### src/rtl/fpu_uart_pkg.sv
// fpu_uart_pkg: shared UART transmitter states, constants and the nibble-to-ASCII helper.
package fpu_uart_pkg;

    typedef enum logic [1:0] {IDLE, START, DATA, STOP} tx_state_t;

    localparam int UART_DATA_BITS = 8;
    localparam int MIN_CLKS_PER_BIT = 2;
    localparam logic [7:0] ASCII_CR = 8'h0D;
    localparam logic [7:0] ASCII_LF = 8'h0A;

    function automatic logic [7:0] hex_ascii(input logic [3:0] nib);
        return nib < 4'd10 ? 8'h30 + {4'h0, nib} : 8'h37 + {4'h0, nib};
    endfunction

endpackage

### src/rtl/fpu_result_uart_tx_if.sv
// fpu_result_uart_tx_if: result input, baud setting and UART/status outputs of the result transmitter.
interface fpu_result_uart_tx_if #(parameter int DATA_W = 16);
    logic [15:0] clks_per_bit;
    logic [DATA_W-1:0] result;
    logic result_valid;
    logic tx;
    logic tx_busy;
    logic fifo_full;
    logic overflow;

    modport master(
        output clks_per_bit, result, result_valid,
        input tx, tx_busy, fifo_full, overflow
    );

    modport slave(
        input clks_per_bit, result, result_valid,
        output tx, tx_busy, fifo_full, overflow
    );
endinterface

### src/rtl/fpu_result_fifo.sv
// fpu_result_fifo: synchronous result FIFO with wrap-bit pointers and a registered full flag.
module fpu_result_fifo #(
    parameter int DATA_W = 16,
    parameter int DEPTH = 4
) (
    input  logic              clk,
    input  logic              rst,
    input  logic              push,
    input  logic              pop,
    input  logic [DATA_W-1:0] wdata,
    output logic [DATA_W-1:0] rdata,
    output logic              full,
    output logic              empty
);
    localparam int AW = $clog2(DEPTH);

    logic [DATA_W-1:0] mem [DEPTH];
    logic [AW:0] wptr, rptr, wnext, rnext;

    assign wnext = wptr + (AW + 1)'(push);
    assign rnext = rptr + (AW + 1)'(pop);
    assign empty = wptr == rptr;
    assign rdata = mem[rptr[AW-1:0]];

    // Pointers advance independently; full is flopped from the next-state pointers so it tracks the current count.
    always_ff @(posedge clk or posedge rst)
        if (rst) begin
            wptr <= '0;
            rptr <= '0;
            full <= 1'b0;
        end else begin
            wptr <= wnext;
            rptr <= rnext;
            full <= (wnext ^ rnext) == (AW + 1)'(DEPTH);
        end

    // Storage needs no reset: occupancy is defined only by the pointers.
    always_ff @(posedge clk)
        if (push) mem[wptr[AW-1:0]] <= wdata;
endmodule

### src/rtl/fpu_result_uart_tx.sv
// fpu_result_uart_tx: buffers FPU results and sends them MS byte first as 8N1 UART frames.
// Define FPU_RESULT_HEX_EN to send each word as uppercase ASCII hex followed by CR LF instead of raw bytes.
module fpu_result_uart_tx
    import fpu_uart_pkg::*;
#(
    parameter int DATA_W = 16,
    parameter int FIFO_DEPTH = 4
) (
    input logic clk,
    input logic rst,
    fpu_result_uart_tx_if.slave bus
);
`ifdef FPU_RESULT_HEX_EN
    localparam int NIBBLES = DATA_W / 4;
    localparam int NBYTES = NIBBLES + 2;
    localparam int SHIFT = 4;
`else
    localparam int NBYTES = DATA_W / 8;
    localparam int SHIFT = 8;
`endif
    localparam int BW = $clog2(NBYTES + 1);

    tx_state_t state;
    logic [15:0] cnt, period, eff_cpb;
    logic [2:0] bit_idx;
    logic [BW-1:0] byte_idx, next_idx;
    logic [DATA_W-1:0] word, src, rdata;
    logic [7:0] sh, next_byte;
    logic full, empty, pop, push, tx, overflow;

    assign pop = state == IDLE && !empty;
    assign push = bus.result_valid && (!full || pop);
    assign eff_cpb = bus.clks_per_bit < 16'(MIN_CLKS_PER_BIT) ? 16'(MIN_CLKS_PER_BIT) : bus.clks_per_bit;
    assign src = state == IDLE ? rdata : word;
    assign next_idx = state == IDLE ? '0 : byte_idx + BW'(1);
`ifdef FPU_RESULT_HEX_EN
    assign next_byte = next_idx < BW'(NIBBLES) ? hex_ascii(src[DATA_W-1 -: 4]) :
                       next_idx == BW'(NIBBLES) ? ASCII_CR : ASCII_LF;
`else
    assign next_byte = src[DATA_W-1 -: 8];
`endif

    assign bus.tx = tx;
    assign bus.tx_busy = state != IDLE || !empty;
    assign bus.fifo_full = full;
    assign bus.overflow = overflow;

    fpu_result_fifo #(.DATA_W(DATA_W), .DEPTH(FIFO_DEPTH)) u_fifo (
        .clk(clk),
        .rst(rst),
        .push(push),
        .pop(pop),
        .wdata(bus.result),
        .rdata(rdata),
        .full(full),
        .empty(empty)
    );

    // Sticky drop flag: a result arrived with no free slot and no pop making room.
    always_ff @(posedge clk or posedge rst)
        if (rst) overflow <= 1'b0;
        else if (bus.result_valid && full && !pop) overflow <= 1'b1;

    // Frame sequencer: each START latches the baud period and the next byte; word bytes run back to back.
    always_ff @(posedge clk or posedge rst)
        if (rst) begin
            state <= IDLE;
            tx <= 1'b1;
            cnt <= '0;
            period <= '0;
            bit_idx <= '0;
            byte_idx <= '0;
            word <= '0;
            sh <= '0;
        end else begin
            case (state)
                IDLE: if (pop) begin
                    state <= START;
                    tx <= 1'b0;
                    cnt <= eff_cpb - 16'd1;
                    period <= eff_cpb;
                    sh <= next_byte;
                    word <= src << SHIFT;
                    byte_idx <= next_idx;
                end
                START: if (cnt != '0) cnt <= cnt - 16'd1;
                else begin
                    state <= DATA;
                    tx <= sh[0];
                    sh <= sh >> 1;
                    bit_idx <= '0;
                    cnt <= period - 16'd1;
                end
                DATA: if (cnt != '0) cnt <= cnt - 16'd1;
                else begin
                    cnt <= period - 16'd1;
                    if (bit_idx == 3'(UART_DATA_BITS - 1)) begin
                        state <= STOP;
                        tx <= 1'b1;
                    end else begin
                        tx <= sh[0];
                        sh <= sh >> 1;
                        bit_idx <= bit_idx + 3'd1;
                    end
                end
                STOP: if (cnt != '0) cnt <= cnt - 16'd1;
                else if (byte_idx == BW'(NBYTES - 1)) state <= IDLE;
                else begin
                    state <= START;
                    tx <= 1'b0;
                    cnt <= eff_cpb - 16'd1;
                    period <= eff_cpb;
                    sh <= next_byte;
                    word <= src << SHIFT;
                    byte_idx <= next_idx;
                end
                default: state <= IDLE;
            endcase
        end
endmodule

### src/flat_wrapper.sv
// flat-port wrapper written by rule: the top's interface ports become plain ports
module fpu_result_uart_tx_flat import fpu_uart_pkg::*;
#(
    parameter int DATA_W = 16,
    parameter int FIFO_DEPTH = 4
)
  (clk, rst, bus_clks_per_bit, bus_result, bus_result_valid, bus_tx, bus_tx_busy, bus_fifo_full, bus_overflow);
  fpu_result_uart_tx_if #(.DATA_W(DATA_W)) bus_i ();
  input logic clk;
  input logic rst;
  input wire logic [$bits(bus_i.clks_per_bit)-1:0] bus_clks_per_bit;
  input wire logic [$bits(bus_i.result)-1:0] bus_result;
  input wire logic [$bits(bus_i.result_valid)-1:0] bus_result_valid;
  output wire logic [$bits(bus_i.tx)-1:0] bus_tx;
  output wire logic [$bits(bus_i.tx_busy)-1:0] bus_tx_busy;
  output wire logic [$bits(bus_i.fifo_full)-1:0] bus_fifo_full;
  output wire logic [$bits(bus_i.overflow)-1:0] bus_overflow;
  assign bus_i.clks_per_bit = bus_clks_per_bit;
  assign bus_i.result = bus_result;
  assign bus_i.result_valid = bus_result_valid;
  assign bus_tx = bus_i.tx;
  assign bus_tx_busy = bus_i.tx_busy;
  assign bus_fifo_full = bus_i.fifo_full;
  assign bus_overflow = bus_i.overflow;
  fpu_result_uart_tx #(.DATA_W(DATA_W), .FIFO_DEPTH(FIFO_DEPTH)) u_core (.clk(clk), .rst(rst), .bus(bus_i));
endmodule
### config.mk
export PLATFORM = sky130hd
export DESIGN_NAME = fpu_result_uart_tx_flat
export DESIGN_NICKNAME = d
export VERILOG_FILES = /design/src/rtl/fpu_uart_pkg.sv /design/src/rtl/fpu_result_uart_tx_if.sv /design/src/rtl/fpu_result_fifo.sv /design/src/rtl/fpu_result_uart_tx.sv /design/src/flat_wrapper.sv
export SDC_FILE = /design/constraint.sdc
export NUM_CORES = 1
export LEC_CHECK = 0
export CELL_PAD_IN_SITES_DETAIL_PLACEMENT = 1
export CELL_PAD_IN_SITES_GLOBAL_PLACEMENT = 1
export CORE_MARGIN = 3
export CORE_UTILIZATION = 50
export CTS_BUF_LIST = sky130_fd_sc_hd__clkbuf_8
export CTS_CLUSTER_DIAMETER = 120
export CTS_CLUSTER_SIZE = 28
export DETAILED_ROUTE_END_ITERATION = 8
export MAX_ROUTING_LAYER = met4
export PLACE_DENSITY = 0.82
export SLEW_MARGIN = 20
export SYNTH_ARGS = -nofsm -noshare
export SYNTH_HDL_FRONTEND = slang
export SYNTH_HIERARCHICAL = 1
export SYNTH_SLANG_ARGS = --single-unit
### constraint.sdc
create_clock -name clk -period 4 [get_ports clk]
set_input_delay 0.8 -clock clk [delete_from_list [all_inputs] [get_ports clk]]
set_output_delay 0.8 -clock clk [all_outputs]
set_load 0.05 [all_outputs]
Word level (Yosys, flattened, before mapping)
Memory sizes are Yosys's and may differ from the RTL's. Cells that the tools add are included.

Reduce and logical (&&, ||, !) cells: 21. Eq/ne operators: 15. $add $sub $neg: 7. Bitwise operators: 1. $lt $le $gt $ge: 1. Mux-type cells: 47.

Operators with widths (number): 16-bit two-way mux (12); 16-bit case mux with 2 select lines (2); 8-bit two-way mux (6); 16-bit case mux with 3 select lines (1); 16-bit by 1-bit subtractor with 16-bit output (second input constant) (3); 8-bit case mux with 4 select lines (1); 2-bit two-way mux (9); 16-bit by 2-bit less-than comparator with 1-bit output (second input constant) (1); 16-bit nonzero test (1); 2-bit != test (second input constant) (5); 5-bit AND reduction (2); 1-bit two-way mux (9); 3-bit two-way mux (3); 2-bit case mux with 4 select lines (1); 4-bit AND reduction (2); 3-bit by 1-bit adder with 3-bit output (2); 3-bit equality test (second input constant) (2); 3-bit case mux with 2 select lines (1); 6-bit AND reduction (1); 2-bit nonzero test (3); 2-bit by 1-bit equality test with 1-bit output (second input constant) (2); 2-bit equality test (second input constant) (2); 1-bit logical AND (4); 2-bit by 1-bit != test with 1-bit output (second input constant) (2); 12 further kinds (15).

Memories: 1. Bits in registers: 72. RAM bits: 64. Word-level logic and storage cells: 105. Input port bits: 35. Output and inout bits: 4.

Memory list: u_core.u_fifo.mem (depth 4, width 16, rd ports 1, clocked after memory_dff 0, wr ports 1, line fpu_result_fifo.sv:17) `logic [DATA_W-1:0] mem [DEPTH];`.

Longest topological paths before layout
Depth after elaboration: 8. Depth in mapped cells: 11. Mapped depth without buffers: 11.

Hierarchy
Netlist, hierarchy kept.

By module, submodules not included: fpu_result_uart_tx (seq. area each 1427.6 µm², instances 1, cells each 470, area an instance 3978.8 µm²); fpu_result_fifo (seq. area each 2097.0 µm², instances 1, cells each 113, area an instance 2693.8 µm²).

Least setup slack after synthesis
No wires, ideal clock.

Path kind: input -> register. Start point: input bus_clks_per_bit[10]. End point: register u_core.cnt[10]. Library setup time: 0.069 ns. Buffers on the path: 0. Setup slack: 0.525 ns. Required time: 3.931 ns. Stages on the path: 10. Arrival time: 3.406 ns. Cells stage by stage: nor4_2 -> nand3_1 -> o31ai_1 -> ha_1 -> nor3b_1 -> nand2_1 -> or4_1 -> xor2_1 -> or3_1 -> nand3_1.

Longest elaborated chain between the ends: 6. Elaborated cells on any way between the ends: 7. Those cells by class: add/sub: 1; order compare: 1; mux: 5.

RTL lines: start, declared (line flat_wrapper.sv:11) `input wire logic [$bits(bus_i.clks_per_bit)-1:0] bus_clks_per_bit;`; 16-bit by 2-bit less-than comparator with 1-bit output (line fpu_result_uart_tx.sv:33) `assign eff_cpb = bus.clks_per_bit < 16'(MIN_CLKS_PER_BIT) ? 16'(MIN_CLKS_PER_BIT) : bus.clks_per_bit;`; 16-bit two-way mux * (line fpu_result_uart_tx.sv:33); 16-bit by 1-bit subtractor with 16-bit output * (line fpu_result_uart_tx.sv:80, fpu_result_uart_tx.sv:111); 16-bit two-way mux (line fpu_result_uart_tx.sv:107) `else if (byte_idx == BW'(NBYTES - 1)) state <= IDLE;`; 16-bit two-way mux (line fpu_result_uart_tx.sv:106) `STOP: if (cnt != '0) cnt <= cnt - 16'd1;`; 16-bit case mux with 3 select lines * (line fpu_result_uart_tx.sv:76) `case (state)`; end signal, assigned (line fpu_result_uart_tx.sv:80) `cnt <= eff_cpb - 16'd1;`; end signal, assigned (line fpu_result_uart_tx.sv:106); end signal, assigned (line fpu_result_uart_tx.sv:111) `cnt <= eff_cpb - 16'd1;`; end, declared (line fpu_result_uart_tx.sv:24) `logic [15:0] cnt, period, eff_cpb;`.

Every way passes the cells marked *; elsewhere a longest branch is shown, timed or not. The select of a mux whose other input is x is not followed. A chain may end at the register's enable or synchronous reset.

Worst setup path in the final report
Same ends and word-level chain as after synthesis.

==> results.toml <==
[clocking]
ctsHoldBuffers = 0
clock_sinks = 128
post_cts_buffers = 0
cts_buffer_depth = 2
clock_latency_ns = 0.45
tritoncts = "done"
cts-root-buf = "clkbuf_8"
cts_max_level = 4
path_clk_slew_ns = 0.07
post_cts_resized = 0
cts_made_buffers = 17

[run_status]
status = "complete, no violations"

[worst_setup_path]
path_class = "in -> reg"
max_stage_delay_ns = 0.48
cp_max_fo = 6
reg2reg_from = "u_core/cnt[0]"
rr_worst_depth = 8
r2r_setup_slack_ns = 0.94
r2r-end = "u_core/cnt[9]"
endpoint_kind = "register"
arrival_ns = 4.10
cp.required_ns = 4.37
cpMostUsedCell = "nand3_1"
cp-start-kind = "input port"
slowest_stage = "clkdlybuf4s50_1"
path_cells = "clkdlybuf4s50_1 > nor4_2 > nand3_1 > o31ai_1 > ha_1 > nor3b_1 > nand2_1 > or4_1 > xor2_1 > or3_1 > nand3_1"
crit_buf_inv = 1
crit_family = "simple AND/OR/NAND/NOR gates"

[sta]
final.setup_skew_ns = 0.0164
drv_slew = 0
setup_slack_ns = 0.273
finalSetupTns_ns = 0
fin_crit_sh_pct = 93.2
setup_violations = 0
hold_violations = 0
slew_headroom_pct = 27.9
post-route-min-period_ns = 3.73
rsz0062_at_grt = "false"
tightest_slew_ns = 1.07
fmax_mhz = 268

[placement]
globalplace.congestion = 0.858
hpwl_microns = 12400
pre_cts_ws_ns = -0.125
port_buffers = 38
place_inst = 789

[power]
power_leakage_nw = 3.02
power_density_nw_per_um2 = 810
ir_worst_vdd_v = 0.000382

[global_routing]
grt_overflow_total = 0
grt_max_degree = 58
track_usage_pct = 25.9
grt_first_pass_wirelength_microns = 28400
grt_pass1_vias = 5357
grt_antenna_before_repair = 0

[die]
core-area_sq_um = 12800
num_io_pins = 39
floorplan.initialDensity_pct = 52.0
die_w_microns = 122
die_h_microns = 122
die_area_sq_um = 14800
rows = 41

[logic_synthesis]
synth_seq_cells = 128
synth_edf_count = 64
yosysUniqueCellTypes = 68
yosysWarnings = 6
syn_area_sq_um = 6670
synthArstFlopShare_pct = 50.0
synth_ff_type = "edfxtp_1"
syn-num-nets = 632
synthCells = 583
seq_area_frac_synth_pct = 52.8
avgSynthCellArea_sq_um = 11.4

[worst_hold_path]
hp-class = "reg -> reg"
whs_endpoint = "u_core/bus.overflow"
worstHoldStart = "u_core/bus.overflow"
hold_depth = 1

[detailed_routing]
vias = 4950
firstDrtPassIters = 4
drc_errors = 0
wl_microns = 17400
via_per_inst = 6.04
ant_nets = 0
drt_iter0_drc = 353
wire_per_inst_microns = 21.3

[final_layout]
fin_nets = 685
stdcell_count = 819
syn_to_final_growth_pct = 15.1
layout-drive-gt1-share_pct = 13.0
diodes = 0
num-fill-cells = 1355

[flow_run]
maxCapViolCount = 0
## synthesized netlist by cell type (all sizes together) (3+ instances only)
| master | count | share of area [%] |
|---|---|---|
| o21ai | 38 | 2.9 |
| nor4 | 9 | 1.6 |
| a211o | 4 | 0.52 |
| xor2 | 18 | 2.4 |
| a31oi | 7 | 0.75 |
| or3 | 6 | 0.56 |
| o31ai | 7 | 0.79 |
| a32oi | 4 | 0.52 |
| and3 | 3 | 0.28 |
| a22o | 9 | 1.2 |
| o211ai | 5 | 0.56 |
| mux2i | 12 | 1.8 |
| o41ai | 3 | 0.39 |
| clkbuf | 13 | 0.73 |
| nor2 | 34 | 1.9 |
| nand2b | 4 | 0.37 |
| nor3 | 16 | 1.2 |
| a21oi | 20 | 1.6 |
| and2 | 7 | 0.66 |
| nor3b | 6 | 0.67 |
| nand2 | 91 | 5.1 |
| dfrtp | 63 | 24 |
| or4 | 6 | 0.79 |
| ha | 14 | 2.6 |
| or2 | 4 | 0.38 |
| inv | 15 | 0.84 |
| nor2b | 4 | 0.37 |
| nand3 | 9 | 0.67 |
| buf | 15 | 1.6 |
| nand4b | 3 | 0.62 |
| edfxtp | 64 | 29 |
| nand4 | 4 | 0.37 |
| xnor2 | 17 | 2.2 |
| mux4 | 16 | 5.8 |
| a221oi | 3 | 0.39 |
## kinds of logic (layout without fill, tap and decap cells)
group / count (synthesis) / count (layout) / synth area share, %
AOI/OAI and AO/OA: 123 / 123 / 12.5
buffers and inverters: 43 / 107 / 3.17
adders and majority gates: 14 / 14 / 2.63
and+or+nand+nor: 210 / 210 / 16.3
xor gates and xnor gates: 35 / 35 / 4.59
DFF: 128 / 128 / 52.8
muxes: 30 / 30 / 7.93
## cell type report
type / count / area [sq um] / area share (%)
repair buffers: 62 / 561 / 7.30
flip-flops and latches: 128 / 3520 / 45.9
clock buffers: 17 / 234 / 3.05
inverters: 15 / 56.3 / 0.733
well taps: 172 / 215 / 2.80
multi-input cells: 412 / 2950 / 38.4
clock inverters: 13 / 140 / 1.82
## through the flow
stage               hold WS, ns  cell area [sq um]  power, mW  utilization [%]
CTS                       0.479               7680       6.25             59.9
finish                    0.476               7680       6.22             59.9
global route              0.507               7680       6.65             59.9
global placement          0.450               7310       4.91             57.0
floorplan                 0.443               6670       4.29                -
detailed placement        0.462               7310       5.12             57.0
## state kept, by name, summed over array words and instances, names as in the netlist, 3 cells and up
signal	cells
u_core/u_fifo/wptr	3
u_core/word	8
u_core/sh	8
u_core/bit_idx	3
u_core/u_fifo/mem	64
u_core/period	16
u_core/cnt	16
u_core/u_fifo/rptr	3
## placed cells by master, fill, tap and decap left out, types with 16 or more instances in the layout
| cell type | n |
|---|---|
| o21ai_0 | 29 |
| a21oi_1 | 19 |
| edfxtp_1 | 64 |
| clkbuf_8 | 17 |
| nand2_1 | 91 |
| xnor2_1 | 17 |
| buf_4 | 24 |
| clkdlybuf4s50_1 | 38 |
| nor3_1 | 16 |
| dfrtp_1 | 63 |
| nor2_1 | 34 |
| xor2_1 | 18 |
## power by group
part           leakage (nW)  internal (mW)  switching [mW]
combinational          1.45           1.17            1.74
sequential             1.38           1.84           0.384
clock                 0.186          0.548           0.536
## routing by layer
layer / vias to the layer above / part of all wire, % / global-route usage [%]
met5: - / 0 / -
met3: 20 / 3.4 / 5.17
met1: 2546 / 42 / 30.6
met2: 107 / 53 / 44.9
met4: 0 / 1.6 / 7.77
li1: 2277 / - / -
## worst max-delay path by stage
stage / from / end / slack, ns / cells after the start
2_1_floorplan: bus_clks_per_bit[10] / u_core/cnt[10] / 0.53 / 10
3_3_place_gp: bus_clks_per_bit[10] / u_core/cnt[10] / 0.06 / 11
3_5_place_dp: bus_clks_per_bit[10] / u_core/cnt[10] / -0.13 / 11
4_1_cts: bus_clks_per_bit[10] / u_core/cnt[10] / 0.34 / 11
5_1_grt: bus_clks_per_bit[10] / u_core/cnt[10] / 0.02 / 11
6_report: bus_clks_per_bit[10] / u_core/cnt[10] / 0.27 / 11
No activity file was read; power rests on OpenSTA's default activity.
